## src/rtl/frodo_row_mac_ctrl.sv

```systemverilog
// frodo_row_mac_ctrl: sequences one row inner product (A-row x S-column + e)
// through an external multi-cycle multiply-add unit, one element at a time.
// Per element: FETCH (address out) -> ISSUE (capture operands) -> WAIT (until
// the unit reports done). Accumulation wraps mod 2^16.
// Optional feature: define FRODO_ROW_MAC_RANGE_CHECK_EN to flag S values
// outside -16..15 on the sticky err output.
`timescale 1ns/1ps
module frodo_row_mac_ctrl #(
    parameter int N_LEN  = 640,
    parameter int ADDR_W = 10
) (
    input  logic              clk,
    input  logic              rstn,
    input  logic              start,
    input  logic [15:0]       acc_init,
    output logic [ADDR_W-1:0] a_addr,
    input  logic [15:0]       a_rdata,
    output logic [ADDR_W-1:0] s_addr,
    input  logic [7:0]        s_rdata,
    output logic              mac_en,
    output logic [15:0]       mac_a,
    output logic [7:0]        mac_b,
    output logic [15:0]       mac_c,
    input  logic              mac_done,
    input  logic [15:0]       mac_result,
    output logic              busy,
    output logic              done,
    output logic [15:0]       row_result,
    output logic              err
);

    typedef enum logic [2:0] {
        IDLE  = 3'd0,
        FETCH = 3'd1,
        ISSUE = 3'd2,
        WAIT  = 3'd3,
        FIN   = 3'd4
    } state_t;

    localparam logic [ADDR_W-1:0] LAST_IDX = ADDR_W'(N_LEN - 1);

    state_t            r_state;
    state_t            w_next;
    logic [ADDR_W-1:0] r_idx;
    logic [15:0]       r_acc;
    logic              r_mac_en;
    logic [15:0]       r_mac_a;
    logic [7:0]        r_mac_b;
    logic [15:0]       r_mac_c;
    logic [15:0]       r_row_result;
    logic              w_accept;
    logic              w_elem_done;
    logic              w_last;

    assign w_accept    = (r_state == IDLE) && start;
    assign w_elem_done = (r_state == WAIT) && mac_done;
    assign w_last      = (r_idx == LAST_IDX);

    // State register
    always_ff @(posedge clk or negedge rstn) begin
        if (!rstn) r_state <= IDLE;
        else       r_state <= w_next;
    end

    // Next-state logic; mac_done outside WAIT has no effect
    always_comb begin
        w_next = r_state;
        case (r_state)
            IDLE:    if (start) w_next = FETCH;
            FETCH:   w_next = ISSUE;
            ISSUE:   w_next = WAIT;
            WAIT:    if (mac_done) w_next = w_last ? FIN : FETCH;
            FIN:     w_next = IDLE;
            default: w_next = IDLE;
        endcase
    end

    // State-decoded outputs
    always_comb begin
        busy = (r_state != IDLE);
        done = (r_state == FIN);
    end

    // Element index and accumulator
    always_ff @(posedge clk or negedge rstn) begin
        if (!rstn) begin
            r_idx <= '0;
            r_acc <= '0;
        end else if (w_accept) begin
            r_idx <= '0;
            r_acc <= acc_init;
        end else if (w_elem_done) begin
            r_acc <= mac_result;
            if (!w_last) r_idx <= r_idx + 1'b1;
        end
    end

    // Operand capture in ISSUE; issue strobe covers exactly the first WAIT cycle
    always_ff @(posedge clk or negedge rstn) begin
        if (!rstn) begin
            r_mac_en <= 1'b0;
            r_mac_a  <= '0;
            r_mac_b  <= '0;
            r_mac_c  <= '0;
        end else begin
            r_mac_en <= (r_state == ISSUE);
            if (r_state == ISSUE) begin
                r_mac_a <= a_rdata;
                r_mac_b <= s_rdata;
                r_mac_c <= r_acc;
            end
        end
    end

    // Final sum is latched on entry to FIN so it is already valid while done
    // is high; it then holds until the next row completes.
    always_ff @(posedge clk or negedge rstn) begin
        if (!rstn)                     r_row_result <= '0;
        else if (w_elem_done && w_last) r_row_result <= mac_result;
    end

`ifdef FRODO_ROW_MAC_RANGE_CHECK_EN
    logic r_err;
    logic w_s_oob;

    // S is legal only when its top four bits are pure sign extension
    assign w_s_oob = (s_rdata[7:4] != 4'h0) && (s_rdata[7:4] != 4'hF);

    // Sticky range flag, cleared by an accepted start
    always_ff @(posedge clk or negedge rstn) begin
        if (!rstn)                               r_err <= 1'b0;
        else if (w_accept)                       r_err <= 1'b0;
        else if ((r_state == ISSUE) && w_s_oob)  r_err <= 1'b1;
    end

    assign err = r_err;
`else
    assign err = 1'b0;
`endif

    assign a_addr     = r_idx;
    assign s_addr     = r_idx;
    assign mac_en     = r_mac_en;
    assign mac_a      = r_mac_a;
    assign mac_b      = r_mac_b;
    assign mac_c      = r_mac_c;
    assign row_result = r_row_result;

endmodule

```

## config.mk

```make
export PLATFORM = sky130hd
export DESIGN_NAME = frodo_row_mac_ctrl
export DESIGN_NICKNAME = d
export VERILOG_FILES = /design/src/rtl/frodo_row_mac_ctrl.sv
export SDC_FILE = /design/constraint.sdc
export NUM_CORES = 1
export LEC_CHECK = 0
export BUFFER_PORTS_ARGS = -buffer_cell sky130_fd_sc_hd__buf_4
export CORE_MARGIN = 2
export CORE_UTILIZATION = 45
export CTS_CLUSTER_DIAMETER = 30
export DETAILED_ROUTE_END_ITERATION = 16
export PLACE_DENSITY_LB_ADDON = 0.1
export RECOVER_POWER = 100
export SYNTH_ARGS = -nofsm -noshare
export SYNTH_HDL_FRONTEND = slang
export SYNTH_SLANG_ARGS = --single-unit
```

## constraint.sdc

```tcl
create_clock -name clk -period 2.6 [get_ports clk]
set_clock_uncertainty 0.05 [all_clocks]
set_input_delay 0 -clock clk [delete_from_list [all_inputs] [get_ports clk]]
set_output_delay 0 -clock clk [all_outputs]
set_load 0.005 [all_outputs]
```

==> qor.yml, run 1 <==
pwr:
  p_leak_nw: 2.654
  p_comb_share_pct: 34.5
  peakVddDrop_mv: 0.5791
  sw_frac_of_total_pct: 28.64
  cellInternalPower_mw: 3.732
  p_sw_mw: 1.497
  power.density_nw_per_um2: 942.5
  seq_power_share_pct: 41.0
  power_frac_clock_pct: 24.5
clocking:
  clock_sink_count: 86
  cts.reportedPaths.clkPinSlew_ns: 0.09
  cts-htree-levels: 3
  tritoncts: "done"
  cts-buffers-inserted: 9
  insertion_delay_to_the_later_sink_of_the_worst_skew_pair_ns: 0.33
  cts_setup_buffers: 0
  cts_root_buf: "clkbuf_8"
  buffers_from_clock_root_to_sink_at_most: 2
synth:
  synth.top_cells.by_area: "dfrtp_1 60%, mux2_2 15%, nand2_1 4.0%"
  synth-warning-count: 0
  synth.ff_latch_count: 86
  synthArstFlopShare_pct: 100.0
  synth_edf_count: 0
  synth_area_per_cell_um2: 13.22
  synth_flop_cell: "dfrtp_1"
  netlist_instances: 273
  synthDistinctLibCells: 40
  synth.yosys.seq_area_share_pct: 59.64
  synth_top_area_share_pct: 59.64
  synth_largest_area_cell: "dfrtp_1"
  syn_std_cell_area_um2: 3608
  mappedNetlistNets: 334
grt:
  grt_usage_pct: 20.84
  grt_antenna_before_repair: 0
  largest_net_degree_at_the_start_of_global_routing: 87
  grt_pass1_wl_um: 14200
  grt_remaining_overflow: 0
  grt_pass1_vias: 2934
outcome:
  outcome: "complete, no violations"
timing:
  maxSlewViolCount: 0
  max_slew.worst_pin.slew_ns: 1.062
  finalHoldViolations: 0
  hold_ws_ns: 0.3236
  rsz0062_at_grt: "no"
  slew_headroom_pct: 29.19
  timing.final.crit_share_pct: 86.70
  final.min_clock_period_ns: 2.254
  fmax_mhz: 443.6
  timing.final.setup_violations: 0
  setup-tns-final_ns: 0
  min_setup_slack_post_route_ns: 0.3458
die:
  initial_core_util_pct: 46.46
  io-pin-count: 140
  die_x_um: 93.55
  die_area_um2: 8751
  fp-row-count: 32
  die_y_um: 93.55
  design.core.area_um2: 7767
layout:
  final.fill_count: 581
  final_layout_size_suffix_gt1_share_pct: 42.05
  layout.cells.most_common: "dfrtp_1"
  antenna_cells: 0
  final_cell_mix: "86 x dfrtp_1, 68 x dlygate4sd3_1, 68 x clkbuf_4"
  design.final.nets: 535
  syn_to_final_growth_pct: 53.74
drt:
  total_wirelength_of_the_detailed_routed_design_um: 8899
  detail_route.iter0.violations: 64
  vias_per_inst: 4.979
  drc_errors: 0
  avgRoutedWirePerCell_um: 15.34
  drt_pass1_iterations: 4
  via_count: 2888
  drt.antenna.violating_nets: 0
placement:
  hpwlAfterDp_um: 5656
  port-buffer-count: 138
  gp_routability_congestion: 0.7872
  place_worst_setup_slack_ns: 0.5108
worst_setup_path:
  path_delay_family: "buffers and inverters"
  type_of_element_launching_the_critical_path: "flip-flop"
  critical_path_peak_fanout: 22
  cp_num_buf_inv: 2
  critPathKind: "flip-flop to flip-flop"
  data_required_time_of_the_critical_path_ns: 2.83
  cp.arrival_ns: 2.49
  worst_path_largest_cell_delay_ns: 0.60
  worstPathCellList: "nor4b_4 -> clkbuf_2 -> a22oi_1 -> dlygate4sd3_1 -> nand2_1"
  timing.critical_path.slowest_stage_cell: "dlygate4sd3_1"
  worstSetupEndpointType: "flip-flop"
job:
  drv.max_cap_violation_count: 0
min_path:
  min_path_type: "primary input to async pin"
-- path summary, 6_finish.rpt --
check	start	end	slack, ns	cells after the start
worst min register to register	r_acc[15]$_DFFE_PN0P_	r_acc[15]$_DFFE_PN0P_	0.43	2
max in group asynchronous	rstn	a_addr[4]$_DFFE_PN0P_	1.47	2
min in group clk	mac_result[7]	row_result[7]$_DFFE_PN0P_	0.39	3
worst min-delay path	rstn	mac_c[1]$_DFFE_PN0P_	0.32	2
worst max register to register	r_state[0]$_DFFE_PN0P_	r_acc[13]$_DFFE_PN0P_	0.35	5
worst max-delay path	r_state[0]$_DFFE_PN0P_	r_acc[13]$_DFFE_PN0P_	0.35	5
-- power groups by stage --
| stage | registers, mW | logic [mW] | clock network [mW] |
|---|---|---|---|
| after global routing | 2.22 | 1.97 | 1.37 |
| after floorplan | 2.13 | 0.954 | 0 |
| final | 2.14 | 1.80 | 1.28 |
| after detailed placement | 2.19 | 1.80 | 0 |
| after CTS | 2.16 | 1.92 | 1.31 |
| after global placement | 2.15 | 1.76 | 0 |
-- flip-flops by register name, indices dropped and copies added, names as in the netlist --
name and count:
r_state 3, mac_c 16, mac_a 16, mac_en 1, r_acc 16, mac_b 8, row_result 16, a_addr 10
-- layout make-up --
cell class | count | area, µm² | share of cell area, %
flip-flops and latches | 86 | 2152 | 38.79
inverters | 3 | 11.26 | 0.2030
clock buffers | 9 | 123.9 | 2.233
multi-input cells | 161 | 1255 | 22.62
repair buffers | 213 | 1719 | 30.99
clock inverters | 6 | 158.9 | 2.864
well taps | 102 | 127.6 | 2.300
-- worst reg2reg max path, stage by stage (launching register included) --
cell,delay (ns)
dfrtp_1,0.51
nor4b_4,0.34
clkbuf_2,0.49
a22oi_1,0.16
dlygate4sd3_1,0.60
nand2_1,0.06
-- cells in the mapped netlist, types with 3 or more instances --
cell type  number
nor3_1          7
mux2_2         47
dfrtp_1        86
inv_1           3
buf_4          13
nor2_1          9
a22oi_1        16
nand2_1        38
xnor2_1         3
nand3_1         3
buf_2           5
mux2_4          9
clkbuf_1        3
-- metrics by stage --
stage | power, mW | util, % | cell area [µm²] | cells
3_5_place_dp | 3.989 | 60.26 | 4681 | 497
2_1_floorplan | 3.080 | - | 3608 | 273
6_report | 5.229 | 71.42 | 5548 | 580
3_3_place_gp | 3.918 | 60.26 | 4681 | 497
5_1_grt | 5.559 | 71.42 | 5548 | 580
4_1_cts | 5.395 | 72.66 | 5644 | 580
-- repair_timing --
action                                 CTS  global route
resized for setup                        0             0
hold buffers                            68             0
endpoints found under the hold margin  144             0
-- layer usage --
layer,part of all wire (%),vias up,GRT usage (%),routed length [µm]
met4,0.80,0,6.159,71
met2,53,93,36.45,4684
met3,4.5,6,3.868,398
li1,-,1354,-,-
met1,42,1435,26.42,3744
met5,0,-,0,0
-- cells by family (layout without fill, tap and decap cells) --
group	Yosys count	in the layout	share of synthesized area [%]
AO/OA/AOI/OAI	26	26	5.410
buffers and inverters	26	231	4.681
XOR/XNOR	3	3	0.7283
multiplexers	57	57	18.69
adder cells (fa/ha/maj)	1	1	0.3467
flip-flops	86	86	59.64
other	1	1	0.1039
AND/OR/NAND/NOR	73	73	10.40
Note: power is estimated with default switching activity, not from simulation.
==> run 2: changes to the inputs <==
--- a/config.mk
+++ b/config.mk
@@ -10,7 +10,7 @@
 export CORE_UTILIZATION = 45
 export CTS_CLUSTER_DIAMETER = 30
 export DETAILED_ROUTE_END_ITERATION = 16
-export PLACE_DENSITY_LB_ADDON = 0.1
+export PLACE_DENSITY = 0.75
 export RECOVER_POWER = 100
 export SYNTH_ARGS = -nofsm -noshare
 export SYNTH_HDL_FRONTEND = slang
==> run 2 against run 1 <==
Against the previous run:
- die area unchanged
- critical path depth shrank 2
- cell area fell by 0.63%
- total power shrank 5.3%
- final cell count grew 1.0%
- sequential cell count stayed put
- first-iteration DRC count grew 84%
- hold slack lost 0.30 ns
- largest power group unchanged
==> qor.yml, run 2 (synthesis results as in run 1) <==
layout:
  final_cell_mix: "86 x dfrtp_1, 74 x dlygate4sd3_1, 69 x clkbuf_4"
  design.final.nets: 540
  syn_to_final_growth_pct: 52.77
  final_layout_size_suffix_gt1_share_pct: 41.32
  layout.cells.most_common: "dfrtp_1"
  antenna_cells: 0
  final-instance-count-excl-fill: 586
timing:
  slew_headroom_pct: 21.12
  timing.final.setup_violations: 0
  finalHoldViolations: 0
  fmax_mhz: 419.3
  maxSlewViolCount: 0
  hold_ws_ns: 0.02657
  rsz0062_at_grt: "no"
  setup-tns-final_ns: 0
  final.min_clock_period_ns: 2.385
  timing.final.crit_share_pct: 91.73
  max_slew.worst_pin.slew_ns: 1.183
worst_setup_path:
  reg2regPathDepth: 3
  reg2reg_setup_slack_ns: 0.22
  timing.critical_path.slowest_stage_cell: "clkbuf_1"
  worstPathCellList: "nor3b_1 -> clkbuf_1 -> mux2_2"
  regToRegEndpoint: "mac_a[7]$_DFFE_PN0P_"
  critical_path.reg2reg.startpoint: "r_state[0]$_DFFE_PN0P_"
  worstSetupEndpointType: "flip-flop"
  critical_path_peak_fanout: 19
  cp.arrival_ns: 2.55
  worst_path_largest_cell_delay_ns: 0.91
  data_required_time_of_the_critical_path_ns: 2.77
  critPathKind: "flip-flop to flip-flop"
  type_of_element_launching_the_critical_path: "flip-flop"
  crit_start: "r_state[0]$_DFFE_PN0P_"
clocking:
  insertion_delay_to_the_later_sink_of_the_worst_skew_pair_ns: 0.34
  cts_root_buf: "clkbuf_8"
  clock_sink_count: 86
  buffers_from_clock_root_to_sink_at_most: 2
  cts.reportedPaths.clkPinSlew_ns: 0.09
  cts-htree-levels: 3
  tritoncts: "done"
  cts-buffers-inserted: 9
  post_cts_resize_count: 0
drt:
  drc_errors: 0
  drt.antenna.violating_nets: 0
  via_count: 2957
  detail_route.iter0.violations: 118
  avgRoutedWirePerCell_um: 15.87
  vias_per_inst: 5.046
  drt_pass1_iterations: 5
  total_wirelength_of_the_detailed_routed_design_um: 9297
pwr:
  power.density_nw_per_um2: 898.0
  peakVddDrop_mv: 0.4292
  p_comb_share_pct: 37.8
  p_sw_mw: 1.535
  p_leak_nw: 2.621
  cellInternalPower_mw: 3.416
  post-layout-total-power_mw: 4.950
  sw_frac_of_total_pct: 31.00
  power_frac_clock_pct: 18.7
  seq_power_share_pct: 43.5
die:
  die_y_um: 93.55
  initial_core_util_pct: 46.46
  die_area_um2: 8751
  die_x_um: 93.55
  fp-row-count: 32
  design.core.area_um2: 7767
  io-pin-count: 140
grt:
  grt_usage_pct: 21.36
  grt_pass1_vias: 2996
  grt_pass1_wl_um: 14480
  largest_net_degree_at_the_start_of_global_routing: 87
  grt_antenna_before_repair: 0
  grt_remaining_overflow: 0
min_path:
  min_path_type: "primary input to flip-flop"
  min_delay_path_depth: 3
  min_from: "start"
  whs_endpoint: "a_addr[5]$_DFFE_PN0P_"
outcome:
  outcome: "complete, no violations"
placement:
  port-buffer-count: 138
  hpwlAfterDp_um: 5656
  post-place-cells: 496
  gp_routability_congestion: 0.8871
job:
  drv.max_cap_violation_count: 0
## run 2: changes by cell type in the layout (fill, tap and decap cells not counted), moves of 2 or more
| cell | before | now |
|---|---|---|
| dlygate4sd3_1 | 68 | 74 |
| clkinv_2 | 0 | 2 |
| bufinv_16 | 5 | 1 |
| inv_6 | 0 | 2 |
| clkinvlp_4 | 0 | 2 |
| mux2_1 | 7 | 9 |
| mux2_4 | 2 | 0 |
## run 2: how the worst max path moves through the flow
stage	end	cells after the start
final	mac_a[7]$_DFFE_PN0P_	3
after floorplan	row_result[10]$_DFFE_PN0P_	6
after global routing	mac_a[7]$_DFFE_PN0P_	3
after CTS	r_state[0]$_DFFE_PN0P_	4
after global placement	row_result[3]$_DFFE_PN0P_	6
after detailed placement	row_result[0]$_DFFE_PN0P_	6
## run 2: power groups by stage
stage               clock network (mW)  logic (mW)  registers [mW]
finish                           0.925        1.87            2.15
global route                      1.02        2.04            2.22
CTS                              0.956        1.95            2.16
detailed placement                   0        1.79            2.19
global placement                     0        1.75            2.16
floorplan                            0       0.954            2.13
## run 2: timing repair
action | in CTS | in global routing
endpoints found under the hold margin | 144 | 0
buffers inserted | 0 | 0
setup endpoints to repair | 0 | 0
hold buffers | 74 | 0
## run 2: layout make-up
cell class	instances	area, µm²
clock buffers	9	123.9
repair buffers	218	1778
multi-input cells	161	1247
well taps	102	127.6
inverters	3	11.26
clock inverters	7	72.57
flip-flops and latches	86	2152
fillers	554	2255
## run 2: routing by layer
layer	track usage, %	share of wire, %	wire length (µm)
met4	8.696	1.3	118
met2	37.05	52	4844
met5	0	0	0
met3	4.512	5.8	537
met1	25.93	41	3797
## run 2: stage by stage
stage	worst slack (ns)	cell area, µm²	util, %
finish	0.2150	5513	70.97
global route	0.1205	5513	70.97
CTS	0.2666	5610	72.23
detailed placement	0.4376	4673	60.16
global placement	0.5343	4673	60.16
floorplan	0.5916	3608	-
## run 2: worst max-delay path: cells and delay by family (launching register included)
family,cells,cell delay [ns]
buf+inv,1,0.91
flops,1,0.51
simple gates,1,0.35
mux,1,0.44
==> run 3: changes to the inputs <==
--- a/config.mk
+++ b/config.mk
@@ -10,6 +10,7 @@
 export CORE_UTILIZATION = 45
 export CTS_CLUSTER_DIAMETER = 30
 export DETAILED_ROUTE_END_ITERATION = 16
+export HOLD_SLACK_MARGIN = 0.08
 export PLACE_DENSITY = 0.75
 export RECOVER_POWER = 100
 export SYNTH_ARGS = -nofsm -noshare
==> run 3 against run 2 <==
Against the previous run:
- non-clock buffer count increased by 1
- hold slack better by 0.32 ns
- largest power group unchanged
- first-iteration DRC count is 0.85% higher
- critical path type unchanged
- combinational power about the same
- via count up 0.24%
- sequential cell count is the same
- fmax is 0.52% lower
==> qor.yml, run 3 (synthesis results as in run 1) <==
outcome:
  outcome: "complete, no violations"
grt:
  grt_pass1_vias: 2996
  grt_usage_pct: 21.36
  largest_net_degree_at_the_start_of_global_routing: 87
  grt_antenna_before_repair: 0
  grt_pass1_wl_um: 14480
  grt_remaining_overflow: 0
clocking:
  cts-buffers-inserted: 9
  cts_root_buf: "clkbuf_8"
  tritoncts: "done"
  clock_sink_count: 86
  buffers_from_clock_root_to_sink_at_most: 2
  cts_setup_buffers: 0
  cts.reportedPaths.clkPinSlew_ns: 0.09
  insertion_delay_to_the_later_sink_of_the_worst_skew_pair_ns: 0.34
  cts-htree-levels: 3
layout:
  final_cell_mix: "86 x dfrtp_1, 75 x dlygate4sd3_1, 69 x clkbuf_4"
  finalInstanceArea_um2: 5523
  final_layout_size_suffix_gt1_share_pct: 41.24
  layout.cells.most_common: "dfrtp_1"
  antenna_cells: 0
  final.fill_count: 553
  syn_to_final_growth_pct: 53.05
  design.final.nets: 541
pwr:
  power_frac_clock_pct: 18.7
  p_leak_nw: 2.625
  post-layout-total-power_mw: 4.955
  p_sw_mw: 1.539
  seq_power_share_pct: 43.5
  sw_frac_of_total_pct: 31.05
  power.density_nw_per_um2: 897.2
  peakVddDrop_mv: 0.4292
  cellInternalPower_mw: 3.416
  p_comb_share_pct: 37.8
die:
  design.core.area_um2: 7767
  initial_core_util_pct: 46.46
  die_y_um: 93.55
  die_x_um: 93.55
  io-pin-count: 140
  die_area_um2: 8751
  fp-row-count: 32
timing:
  timing.final.setup_violations: 0
  max_slew.worst_pin.slew_ns: 1.184
  hold_ws_ns: 0.3422
  timing.final.crit_share_pct: 92.21
  slew_headroom_pct: 21.05
  setup-tns-final_ns: 0
  finalHoldViolations: 0
  final.min_clock_period_ns: 2.397
  rsz0062_at_grt: "no"
  maxSlewViolCount: 0
  fmax_mhz: 417.1
drt:
  detail_route.iter0.violations: 119
  drc_errors: 0
  via_count: 2964
  total_wirelength_of_the_detailed_routed_design_um: 9325
  avgRoutedWirePerCell_um: 15.89
  drt_pass1_iterations: 4
  vias_per_inst: 5.049
  drt.antenna.violating_nets: 0
worst_setup_path:
  cp.arrival_ns: 2.58
  reg2regPathDepth: 4
  data_required_time_of_the_critical_path_ns: 2.78
  critPathKind: "flip-flop to flip-flop"
  type_of_element_launching_the_critical_path: "flip-flop"
  critical_path_peak_fanout: 6
  worstSetupEndpointType: "flip-flop"
placement:
  gp_routability_congestion: 0.8871
  port-buffer-count: 138
  place_area_um2: 4673
  hpwlAfterDp_um: 5656
min_path:
  min_path_type: "primary input to async pin"
job:
  drv.max_cap_violation_count: 0
run 3: cell count changes in the layout (fill, tap and decap cells not counted), sizes merged:
cell and delta:
dlygate4sd3 +1
run 3: path summary, 6_finish.rpt:
path / slack (ns) / from / end
max in group asynchronous: 1.48 / rstn / mac_c[3]$_DFFE_PN0P_
hold reg to reg: 0.43 / r_acc[8]$_DFFE_PN0P_ / r_acc[8]$_DFFE_PN0P_
setup / recovery: 0.20 / a_addr[7]$_DFFE_PN0P_ / r_state[0]$_DFFE_PN0P_
min in group clk: 0.38 / mac_result[9] / row_result[9]$_DFFE_PN0P_
setup reg to reg: 0.20 / a_addr[7]$_DFFE_PN0P_ / r_state[0]$_DFFE_PN0P_
hold / removal: 0.34 / rstn / a_addr[9]$_DFFE_PN0P_
run 3: power by group through the flow:
stage	clock network (mW)	logic [mW]	registers [mW]
after floorplan	0	0.954	2.13
after global placement	0	1.75	2.16
after detailed placement	0	1.79	2.19
after CTS	0.956	1.96	2.16
after global routing	1.02	2.05	2.22
final	0.927	1.87	2.15
run 3: stage by stage:
step / utilization [%] / setup slack [ns] / cells
2_1_floorplan: - / 0.5916 / 273
3_3_place_gp: 60.16 / 0.5343 / 496
3_5_place_dp: 60.16 / 0.4376 / 496
4_1_cts: 72.36 / 0.2666 / 587
5_1_grt: 71.10 / 0.1205 / 587
6_report: 71.10 / 0.2026 / 587
run 3: worst max-delay path, stage by stage, from the launching register on:
cell and delay, ns:
dfrtp_1 0.44, or3b_2 0.55, nor3_1 0.50, a311oi_1 0.17
dlygate4sd3_1 0.58
run 3: layer usage:
| layer | vias up | routed length [µm] | GRT usage (%) |
|---|---|---|---|
| li1 | 1363 | - | - |
| met1 | 1479 | 3783 | 25.93 |
| met2 | 111 | 4846 | 37.05 |
| met3 | 11 | 548 | 4.512 |
| met4 | 0 | 146 | 8.696 |
| met5 | - | 0 | 0 |
run 3: final cells by class:
type / instances / area [µm²] / share of cell area (%)
tap: 102 / 127.6 / 2.311
inverter: 3 / 11.26 / 0.2039
timing repair buffer: 219 / 1788 / 32.37
multi-input combinational: 161 / 1247 / 22.59
clock buffer: 9 / 123.9 / 2.243
clock inverter: 7 / 72.57 / 1.314
sequential: 86 / 2152 / 38.97
run 3: repair_timing:
action,4_1_cts,5_1_grt
endpoints found under the setup margin,0,0
hold buffers,75,0
gates resized for setup,0,0
endpoints found under the hold margin,149,0
